[src/rtl/sram_arb_pkg.sv]
// sram_arb_pkg: shared types and defaults for the SRAM arbiter
package sram_arb_pkg;
  typedef enum logic [1:0] {
    RESP_NONE,
    RESP_INST,
    RESP_DATA
  } resp_owner_t;
  localparam int DEFAULT_STARVE_LIMIT = 4;
endpackage

[src/rtl/sram_arb_starve_cnt.sv]
// sram_arb_starve_cnt: saturating count of stalled fetch cycles; starve flags a fetch that has waited LIMIT cycles
module sram_arb_starve_cnt #(
  parameter int LIMIT = sram_arb_pkg::DEFAULT_STARVE_LIMIT
) (
  input  logic clk,
  input  logic resetn,
  input  logic inst_req,
  input  logic inst_gnt,
  output logic starve
);
  localparam int W = $clog2(LIMIT + 1);
  logic [W-1:0] cnt_q;
  // count stalled fetch cycles, clear on grant or withdrawal, hold at the limit
  always_ff @(posedge clk or negedge resetn) begin
    if (!resetn) cnt_q <= '0;
    else cnt_q <= (!inst_req || inst_gnt) ? '0 : (cnt_q == W'(LIMIT)) ? cnt_q : cnt_q + 1'b1;
  end
  assign starve = cnt_q == W'(LIMIT);
endmodule

[src/rtl/sram_arbiter.sv]
// sram_arbiter: shares one single-port SRAM between fetch and load/store; SRAM_ARB_STARVE_GUARD_EN enables the fetch starvation guard
module sram_arbiter
  import sram_arb_pkg::*;
#(
  parameter int ADDR_W       = 32,
  parameter int DATA_W       = 32,
  parameter int STARVE_LIMIT = DEFAULT_STARVE_LIMIT
) (
  input  logic                clk,
  input  logic                resetn,
  input  logic                inst_req,
  input  logic [ADDR_W-1:0]   inst_addr,
  output logic                inst_gnt,
  output logic                inst_rvalid,
  output logic [DATA_W-1:0]   inst_rdata,
  input  logic                data_req,
  input  logic [DATA_W/8-1:0] data_wen,
  input  logic [ADDR_W-1:0]   data_addr,
  input  logic [DATA_W-1:0]   data_wdata,
  output logic                data_gnt,
  output logic                data_rvalid,
  output logic [DATA_W-1:0]   data_rdata,
  output logic                sram_en,
  output logic [DATA_W/8-1:0] sram_wen,
  output logic [ADDR_W-1:0]   sram_addr,
  output logic [DATA_W-1:0]   sram_wdata,
  input  logic [DATA_W-1:0]   sram_rdata
);
  resp_owner_t resp_q;
  logic starve;
`ifdef SRAM_ARB_STARVE_GUARD_EN
  sram_arb_starve_cnt #(.LIMIT(STARVE_LIMIT)) u_starve (
    .clk      (clk),
    .resetn   (resetn),
    .inst_req (inst_req),
    .inst_gnt (inst_gnt),
    .starve   (starve)
  );
`else
  assign starve = 1'b0;
`endif
  assign inst_gnt = inst_req & (starve | ~data_req);
  assign data_gnt = data_req & ~inst_gnt;
  // drive the winner's command onto the SRAM, idle bus is all zeros
  always_comb begin
    sram_en    = inst_gnt | data_gnt;
    sram_wen   = data_gnt ? data_wen : '0;
    sram_addr  = inst_gnt ? inst_addr : data_gnt ? data_addr : '0;
    sram_wdata = data_gnt ? data_wdata : '0;
  end
  // remember who owns the read data arriving next cycle
  always_ff @(posedge clk or negedge resetn) begin
    if (!resetn) resp_q <= RESP_NONE;
    else resp_q <= inst_gnt ? RESP_INST : data_gnt ? RESP_DATA : RESP_NONE;
  end
  assign inst_rvalid = resp_q == RESP_INST;
  assign data_rvalid = resp_q == RESP_DATA;
  assign inst_rdata  = sram_rdata;
  assign data_rdata  = sram_rdata;
endmodule

[config.mk]
export PLATFORM = sky130hd
export DESIGN_NAME = sram_arbiter
export DESIGN_NICKNAME = d
export VERILOG_FILES = /design/src/rtl/sram_arb_pkg.sv /design/src/rtl/sram_arb_starve_cnt.sv /design/src/rtl/sram_arbiter.sv
export SDC_FILE = /design/constraint.sdc
export NUM_CORES = 1
export LEC_CHECK = 0
export BUFFER_PORTS_ARGS = -buffer_cell sky130_fd_sc_hd__buf_2
export CAP_MARGIN = 30
export CORE_AREA = 2 2 106 108
export CTS_CLUSTER_SIZE = 20
export DETAILED_ROUTE_END_ITERATION = 16
export DIE_AREA = 0 0 108 110
export PLACE_DENSITY_LB_ADDON = 0.3
export SLEW_MARGIN = 20
export SYNTH_ARGS = -nofsm -noshare
export SYNTH_HDL_FRONTEND = slang
export SYNTH_SLANG_ARGS = --single-unit
[constraint.sdc]
create_clock -name clk -period 0.8 [get_ports clk]
set_input_delay 0.08 -clock clk [delete_from_list [all_inputs] [get_ports clk]]
set_output_delay 0.08 -clock clk [all_outputs]
set_load 0.1 [all_outputs]
==> flow_summary_export.csv, run 1 <==
group,metric,value,unit
run_status,run_status,"finished, violations left",
run_status,failed_checks,"negative setup slack",
final_layout,largest_register,"resp_q",
route,remaining_drc_errors,0,
power_and_ir_drop,leakagePower,2.00,nW
grt,grt-ovfl-total,0,
worst_setup_path,end_kind,"primary output",
synth,syn-num-nets,353,
worst_setup_path,path_class,"register to primary output",
synth,yosysMostFrequentCell,"buf_4",
final_layout,regArea,50.0,um2
grt,grt_pass1_wl,11000,um
final_layout,multi_input_area,0.00134,mm2
floorplan,num_rows,38,
synth,yosysTopAreaCellShare,41.0,%
floorplan,die_width,108,um
clock_tree,numClockSinks,2,
sta,finalWorstSetupSlack,-0.241,ns
synth,postSynthCellCount,217,
sta,fin_tns_setup,-4.63,ns
clock_tree,cts_tree,"done",
synth,synth_cell_types,13,
route,drtIter0Drc,60,
route,final_antenna_net_count,0,
floorplan,die_h,110,um
clock_tree,cts_root_buf,"clkbuf_8",
synth,ys_seq_area_share,3.91,%
clock_tree,htree_levels,1,
grt,grt_max_degree,12,
final_layout,fin_area,0.00428,mm2
worst_setup_path,max_stage_delay,0.38,ns
synth,synth_top_cell_by_area,"buf_4",
worst_setup_path,path_max_fanout,2,
sta,setup_viol_count_final,53,
final_layout,top_regs,"resp_q (2)",
worst_setup_path,crit_path_cell_trace,"nor2b_4, buf_12",
final_layout,drive_above_1_share,93.9,%
synth,ys_warn_count,0,
power_and_ir_drop,powerDensity,1110,mW/mm2
synth,synth.ff_latch_count,2,
worst_setup_path,critPathSlowestCell,"dfrtp_1",
flow_run,maxCapViolations,0,
route,post_drt_wl_per_cell,15.7,um
worst_setup_path,path_depth,2,
synth,synth_area,0.00128,mm2
final_layout,area_delta_synth_final,234,%
worst_setup_path,crit_family,"flip-flops",
route,dr.pass1.iters,4,
final_layout,fillers,1034,
sta,max_freq,960,MHz
clock_tree,clkTransAtPathRegs,0.03,ns
route,via_per_inst,3.88,
placed_design,placed_area,0.00343,mm2
synth,ys_top_cells_by_area,"buf_4 41%, nand2_1 18%, and2_1 18%",
final_layout,fin_nets,484,
placed_design,hpwl,5140,um
floorplan,design.core.area,0.0107,mm2
sta,timing.final.crit_share,130,%
grt,grt.total_usage,12.1,%
power_and_ir_drop,ir_worst_vdd,0.000547,V
route,num_vias,1885,
worst_setup_path,start_kind,"register",
final_layout,final-instance-count-excl-fill,486,
sta,rsz0062_at_grt,"true",
grt,grt_pass1_vias,2012,
floorplan,io_pins,273,
floorplan,die_area,0.0119,mm2
final_layout,largest_register_ffs,2,
clock_tree,numCtsBuffers,3,
hold_path,min_path_type,"input port to primary output",
sta,slew_viol_final,0,
floorplan,initial_core_util,12.0,%
worst_setup_path,cp.arrival,0.96,ns
synth,ys.flop_type,"dfrtp_1",
worst_setup_path,cp_num_buf_inv,1,
synth,async_flop_share,100,%
placed_design,post-place-cells,461,
grt,antenna_found_initial,0,
synth,synth_edf_count,0,
placed_design,port_buffers,176,
synth,synth_area_per_cell,5.90,um2
sta,timing.final.hold_violations,0,
synth,ys_top_cells_by_count,"70 x buf_4, 62 x nand2_1, 36 x and2_1, 30 x o21ai_0, 5 x buf_2",
sta,period_needed,1.04,ns
route,drt-total-wl,7610,um
placed_design,gp_congestion,0.718,
worst_setup_path,cp.required,0.72,ns
clock_tree,clock_path_buffers,2,
sta,maxSlewHeadroom,89.9,%
final_layout,diodes,0,
sta,worstMarginPinSlew,0.151,ns
hold_path,hold_depth,0,
==> kinds of logic (layout without fill, tap and decap cells) <==
family	count (synthesis)	in the layout	share of synthesized area, %
AND/OR/NAND/NOR	102	102	37.7
buffers and inverters	81	210	45.6
AO/OA/AOI/OAI	32	32	12.8
flip-flops	2	2	3.91
==> path summary, 6_finish.rpt <==
path                                startpoint             endpoint  slack [ns]
worst max-delay path       resp_q[0]$_DFF_PN0_          inst_rvalid       -0.24
worst min-delay path             sram_rdata[4]        inst_rdata[4]        0.16
max in group asynchronous               resetn  resp_q[1]$_DFF_PN0_        0.51
min in group asynchronous               resetn  resp_q[0]$_DFF_PN0_        0.20
==> cell type report <==
cell class,count,share of cell area [%]
timing repair buffer,207,62.5
clock buffer,3,0.965
sequential,2,1.17
multi-input combinational,134,31.3
tap,140,4.09
==> per-stage QoR <==
| stage | utilization [%] | hold WS, ns | total power, mW | worst slack (ns) |
|---|---|---|---|---|
| 2_1_floorplan | - | -0.216 | 3.96 | -0.381 |
| 3_3_place_gp | 32.0 | -0.134 | 3.84 | -0.180 |
| 3_5_place_dp | 32.0 | -0.130 | 3.86 | -0.207 |
| 4_1_cts | 38.8 | 0.161 | 4.73 | -0.249 |
| 5_1_grt | 40.0 | 0.160 | 4.93 | -0.283 |
| 6_report | 40.0 | 0.160 | 4.76 | -0.241 |
==> placed cells by master (no fill, tap or decap), drive strengths merged <==
master       count
buf            204
nor2b            3
and2            36
a22o             1
or2              1
clkbuf           5
nand2           62
dfrtp            2
o21ai           31
dlygate4sd3      1
==> report_power, final <==
group	switching [mW]	internal (mW)	leakage [nW]
Clock	0.0761	0.318	0.0216
Combinational	2.54	1.72	1.95
Sequential	0.00553	0.107	0.0245
Total	2.62	2.15	2.00
==> repair_timing <==
action,CTS,global route
setup buffers,5,4
hold buffers,1,0
endpoints found under the setup margin,72,53
gates resized for setup,85,32
pin swaps,33,22
cloned,13,2
endpoints found under the hold margin,2,0
==> routing by layer <==
| metal | global-route usage, % | routed length, um | vias to the layer above |
|---|---|---|---|
| met5 | 0 | 0 | - |
| met4 | 3.66 | 125 | 0 |
| met3 | 2.65 | 662 | 22 |
| met2 | 22.1 | 4120 | 113 |
| met1 | 14.0 | 2700 | 878 |
| li1 | - | - | 872 |
Note: power is estimated with default switching activity, not from simulation.
==> run 2: changes to the inputs <==
==> constraint.sdc (replaced) <==
create_clock -name clk -period 0.9 [get_ports clk]
set_input_delay 0.09 -clock clk [delete_from_list [all_inputs] [get_ports clk]]
set_output_delay 0.09 -clock clk [all_outputs]
set_load 0.1 [all_outputs]
==> run 2 against run 1 <==
The run still ends with negative setup slack left. Global-route usage shrank 1.5 points. Combinational power shrank 17%. Critical path type unchanged. Hold slack gained 0.020 ns. Clock-buffer cell count is the same. Highest routed layer unchanged. Cell area shrank 9.0%. Setup slack gained 0.076 ns. First-iteration DRC count shrank 47%. Die area is the same. Sequential share of layout area grew 0.12 points. Clock power shrank 9.9%.
==> flow_summary_export.csv, run 2 (synthesis gave the netlist of run 1 again) <==
group,metric,value,unit
worst_setup_path,max_stage_delay,0.39,ns
grt,grt_max_degree,15,
worst_setup_path,crit_path_cell_trace,"nor2b_4, buf_12",
final_layout,fin_area,0.00390,mm2
run_status,failed_checks,"negative setup slack",
final_layout,multi_input_area,0.00110,mm2
worst_setup_path,critPathSlowestCell,"dfrtp_1",
power_and_ir_drop,leakagePower,1.78,nW
power_and_ir_drop,switching_share,55.6,%
final_layout,diodes,0,
final_layout,final_common_cell,"buf_2",
worst_setup_path,start_kind,"register",
sta,max_freq,939,MHz
final_layout,fin_util,36.4,%
worst_setup_path,cp.required,0.81,ns
sta,slew_viol_final,0,
placed_design,placed_area,0.00339,mm2
hold_path,min_from,"sram_rdata[4]",
clock_tree,cts_tree,"done",
clock_tree,numClockSinks,2,
power_and_ir_drop,powerDensity,1020,mW/mm2
grt,grt.total_usage,10.5,%
floorplan,die_width,108,um
final_layout,area_delta_synth_final,204,%
clock_tree,htree_levels,1,
floorplan,die_area,0.0119,mm2
final_layout,final-instance-count-excl-fill,477,
power_and_ir_drop,cellInternalPower,1.77,mW
route,drtIter0Drc,32,
route,dr.pass1.iters,3,
clock_tree,clock_path_buffers,2,
sta,maxSlewHeadroom,89.9,%
sta,period_needed,1.07,ns
worst_setup_path,crit_start,"resp_q[0]$_DFF_PN0_",
placed_design,gp_congestion,0.663,
placed_design,port_buffers,176,
worst_setup_path,end_kind,"primary output",
final_layout,regArea,50.0,um2
clock_tree,cts_root_buf,"clkbuf_8",
power_and_ir_drop,fin_total_pwr,3.99,mW
route,final_antenna_net_count,0,
worst_setup_path,path_max_fanout,2,
route,post_drt_wl_per_cell,14.3,um
placed_design,dp_slack,-0.177,ns
worst_setup_path,path_class,"register to primary output",
sta,rsz0062_at_grt,"true",
power_and_ir_drop,ir_worst_vdd,0.000351,V
sta,worstMarginPinSlew,0.152,ns
floorplan,initial_core_util,12.0,%
placed_design,post-place-cells,458,
floorplan,die_h,110,um
sta,timing.final.crit_share,118,%
hold_path,min_path_type,"input port to primary output",
clock_tree,clkTransAtPathRegs,0.03,ns
grt,grt-ovfl-total,0,
final_layout,largest_register_ffs,2,
route,remaining_drc_errors,0,
power_and_ir_drop,pwr-share-clk,8.9,%
placed_design,hpwl,4560,um
floorplan,io_pins,273,
grt,antenna_found_initial,0,
final_layout,top_regs,"resp_q (2)",
final_layout,drive_above_1_share,82.5,%
power_and_ir_drop,combPwrFrac,88.6,%
clock_tree,numCtsBuffers,3,
sta,finalWorstSetupSlack,-0.165,ns
route,num_vias,1804,
flow_run,maxCapViolations,0,
power_and_ir_drop,power_frac_seq,2.5,%
power_and_ir_drop,p_switching,2.22,mW
route,drt-total-wl,6820,um
sta,setup_viol_count_final,3,
grt,grt_pass1_vias,1876,
final_layout,fin_nets,475,
sta,timing.final.hold_violations,0,
grt,grt_pass1_wl,9870,um
final_layout,largest_register,"resp_q",
run_status,run_status,"finished, violations left",
worst_setup_path,crit_family,"flip-flops",
floorplan,num_rows,38,
floorplan,design.core.area,0.0107,mm2
worst_setup_path,cp.arrival,0.98,ns
route,via_per_inst,3.78,
final_layout,fillers,1078,
final_layout,most-common-layout-cells,"101 x buf_2, 76 x buf_12, 56 x nand2_1, 31 x o21ai_4, 28 x and2_2",
worst_setup_path,cp_num_buf_inv,1,
## run 2: cell types whose count changed in the layout (fill, tap and decap cells not counted), sizes merged
| cell | change |
|---|---|
| buf | -9 |
## run 2: what timing repair did
| action | 4_1_cts | 5_1_grt |
|---|---|---|
| setup endpoints to repair | 72 | 25 |
| endpoints found under the hold margin | 2 | 0 |
| gates cloned | 13 | 2 |
| hold buffers | 1 | 0 |
| gates resized for setup | 27 | 3 |
| buffers inserted | 1 | 0 |
| pin swaps | 8 | 20 |
## run 2: through the flow
| step | TNS [ns] | hold WS [ns] |
|---|---|---|
| 2_1_floorplan | -6.67 | -0.206 |
| 3_3_place_gp | -8.07 | -0.125 |
| 3_5_place_dp | -8.90 | -0.120 |
| 4_1_cts | -0.697 | 0.181 |
| 5_1_grt | -0.462 | 0.180 |
| 6_report | -0.379 | 0.180 |
## run 2: layout make-up
class,count,area share [%]
Timing Repair Buffer,198,64.9
Tap cell,140,4.50
Clock buffer,3,1.06
Sequential cell,2,1.28
Multi-Input combinational cell,134,28.2
## run 2: worst paths after layout
check                                      end  slack [ns]  cells after the start
worst max-delay path               inst_rvalid       -0.17                      2
worst min-delay path             inst_rdata[4]        0.18                      0
max in group asynchronous  resp_q[1]$_DFF_PN0_        0.59                      2
min in group asynchronous  resp_q[0]$_DFF_PN0_        0.21                      2
## run 2: power by group through the flow
stage / sequential [mW] / clock, mW / combinational [mW]
floorplan: 0.100 / 0 / 3.40
global placement: 0.101 / 0 / 3.25
detailed placement: 0.102 / 0 / 3.28
CTS: 0.101 / 0.366 / 3.56
global route: 0.101 / 0.381 / 3.65
finish: 0.101 / 0.355 / 3.53
## run 2: layer usage
metal / GRT usage, % / share of wire [%] / up-vias / wire length [um]
li1: - / - / 857 / -
met1: 12.8 / 38 / 806 / 2570
met2: 18.6 / 50 / 106 / 3430
met3: 2.18 / 9.4 / 35 / 642
met4: 3.66 / 2.6 / 0 / 178
met5: 0 / 0 / - / 0
==> run 3: changes to the inputs <==
--- a/config.mk
+++ b/config.mk
@@ -11,6 +11,7 @@
 export CTS_CLUSTER_SIZE = 20
 export DETAILED_ROUTE_END_ITERATION = 16
 export DIE_AREA = 0 0 108 110
+export GPL_TIMING_DRIVEN = 0
 export PLACE_DENSITY_LB_ADDON = 0.3
 export SLEW_MARGIN = 20
 export SYNTH_ARGS = -nofsm -noshare
==> run 3 against run 2 <==
The flow still finishes with violations (negative setup slack). Hold slack worse by 0.067 ns. Die area stayed put. Maximum frequency increased by 3.1%. Clock power decreased by 3%. Non-clock buffer count increased by 128. Cell count up 27%. Via count is 25% higher. Sequential power barely moved. Power rose by 29%. Critical path type unchanged. Largest power group unchanged. Highest routed layer unchanged.
==> flow_summary_export.csv, run 3 (synthesis gave the netlist of run 1 again) <==
group,metric,value,unit
floorplan,initial_core_util,12.0,%
route,post_drt_wl_per_cell,11.6,um
run_status,failed_checks,"negative setup slack",
sta,max_freq,968,MHz
clock_tree,cts_root_buf,"clkbuf_8",
sta,setup_viol_count_final,7,
grt,grt-ovfl-total,0,
clock_tree,numCtsBuffers,3,
power_and_ir_drop,combPwrFrac,91.4,%
power_and_ir_drop,cellInternalPower,1.80,mW
route,drtIter0Drc,36,
worst_setup_path,crit_start,"resp_q[0]$_DFF_PN0_",
power_and_ir_drop,pwr-share-clk,6.7,%
final_layout,top_regs,"resp_q (2)",
worst_setup_path,end_kind,"primary output",
worst_setup_path,path_depth,2,
hold_path,min_path_type,"input port to register",
power_and_ir_drop,fin_total_pwr,5.15,mW
final_layout,final-instance-count-excl-fill,605,
final_layout,drive_above_1_share,89.2,%
worst_setup_path,path_max_fanout,2,
clock_tree,htree_levels,1,
route,drt-total-wl,6990,um
placed_design,port_buffers,238,
power_and_ir_drop,p_switching,3.36,mW
worst_setup_path,crit_end,"inst_rvalid",
grt,grt_max_degree,11,
floorplan,design.core.area,0.0107,mm2
route,final_antenna_net_count,0,
worst_setup_path,path_class,"register to primary output",
floorplan,die_area,0.0119,mm2
sta,worstMarginPinSlew,0.501,ns
clock_tree,numClockSinks,2,
power_and_ir_drop,leakagePower,2.19,nW
final_layout,fin_nets,603,
final_layout,area_delta_synth_final,233,%
sta,maxSlewHeadroom,66.9,%
final_layout,most-common-layout-cells,"166 x buf_2, 66 x buf_4, 45 x nand2_1, 40 x buf_12, 31 x o21ai_4",
floorplan,die_width,108,um
final_layout,largest_register,"resp_q",
grt,grt_pass1_vias,2107,
floorplan,num_rows,38,
sta,period_needed,1.03,ns
clock_tree,cts_tree,"done",
power_and_ir_drop,powerDensity,1210,mW/mm2
final_layout,largest_register_ffs,2,
worst_setup_path,cp.required,0.81,ns
sta,timing.final.hold_violations,0,
sta,finalWorstSetupSlack,-0.133,ns
clock_tree,clkTransAtPathRegs,0.03,ns
worst_setup_path,crit_path_cell_trace,"nor2b_4, buf_12",
power_and_ir_drop,switching_share,65.1,%
final_layout,diodes,0,
grt,grt_pass1_wl,9690,um
worst_setup_path,critPathSlowestCell,"dfrtp_1",
placed_design,gp_congestion,0.681,
placed_design,post-place-cells,595,
floorplan,die_h,110,um
placed_design,dp_slack,-0.335,ns
worst_setup_path,start_kind,"register",
sta,timing.final.crit_share,115,%
final_layout,final_common_cell,"buf_2",
route,dr.pass1.iters,4,
grt,grt.total_usage,9.95,%
flow_run,maxCapViolations,0,
worst_setup_path,max_stage_delay,0.37,ns
sta,slew_viol_final,0,
worst_setup_path,crit_family,"flip-flops",
sta,whs,0.113,ns
floorplan,io_pins,273,
route,remaining_drc_errors,0,
placed_design,hpwl,5350,um
route,num_vias,2252,
worst_setup_path,cp.arrival,0.94,ns
sta,rsz0062_at_grt,"true",
worst_setup_path,cp_num_buf_inv,1,
power_and_ir_drop,ir_worst_vdd,0.000721,V
clock_tree,clock_path_buffers,2,
route,via_per_inst,3.72,
sta,fin_tns_setup,-0.379,ns
power_and_ir_drop,power_frac_seq,1.9,%
grt,antenna_found_initial,0,
run_status,run_status,"finished, violations left",
-- run 3: final cells by class --
class	count	area, um2
Fill cell	1015	6430
Timing Repair Buffer	245	2140
Tap cell	140	175
Clock buffer	3	41.3
Buffer	81	712
Sequential cell	2	50.0
Multi-Input combinational cell	134	1160
-- run 3: timing repair --
item                       in CTS  in global routing
setup endpoints to repair      71                 59
gates cloned                    3                  0
gates resized for setup       255                 31
buffers inserted                4                  0
hold buffers                    2                  0
pin swaps                      15                  8
hold endpoints to repair        3                  0
-- run 3: worst min path at each step --
| stage | endpoint | from | cells past startpoint |
|---|---|---|---|
| after floorplan | resp_q[0]$_DFF_PN0_ | resetn | 0 |
| after global placement | resp_q[0]$_DFF_PN0_ | resetn | 1 |
| after detailed placement | resp_q[0]$_DFF_PN0_ | resetn | 1 |
| after CTS | resp_q[0]$_DFF_PN0_ | data_req | 2 |
| after global routing | resp_q[0]$_DFF_PN0_ | data_req | 2 |
| final | resp_q[0]$_DFF_PN0_ | data_req | 2 |
-- run 3: stage by stage --
| step | utilization [%] | cell area [um2] |
|---|---|---|
| after floorplan | - | 1760 |
| after global placement | 29.2 | 3120 |
| after detailed placement | 29.2 | 3120 |
| after CTS | 39.3 | 4200 |
| after global routing | 39.9 | 4270 |
| final | 39.9 | 4270 |
-- run 3: power by group through the flow --
stage	registers [mW]	logic, mW	clock network [mW]
after floorplan	0.100	3.40	0
after global placement	0.101	3.97	0
after detailed placement	0.101	3.98	0
after CTS	0.100	4.68	0.358
after global routing	0.100	4.85	0.359
final	0.0999	4.71	0.346
-- run 3: layer usage --
metal | global-route usage, % | part of all wire, % | vias to the layer above
li1 | - | - | 1105
met1 | 11.4 | 34 | 989
met2 | 19.8 | 54 | 154
met3 | 1.82 | 11 | 4
met4 | 0.824 | 0.76 | 0
met5 | 0 | 0 | -
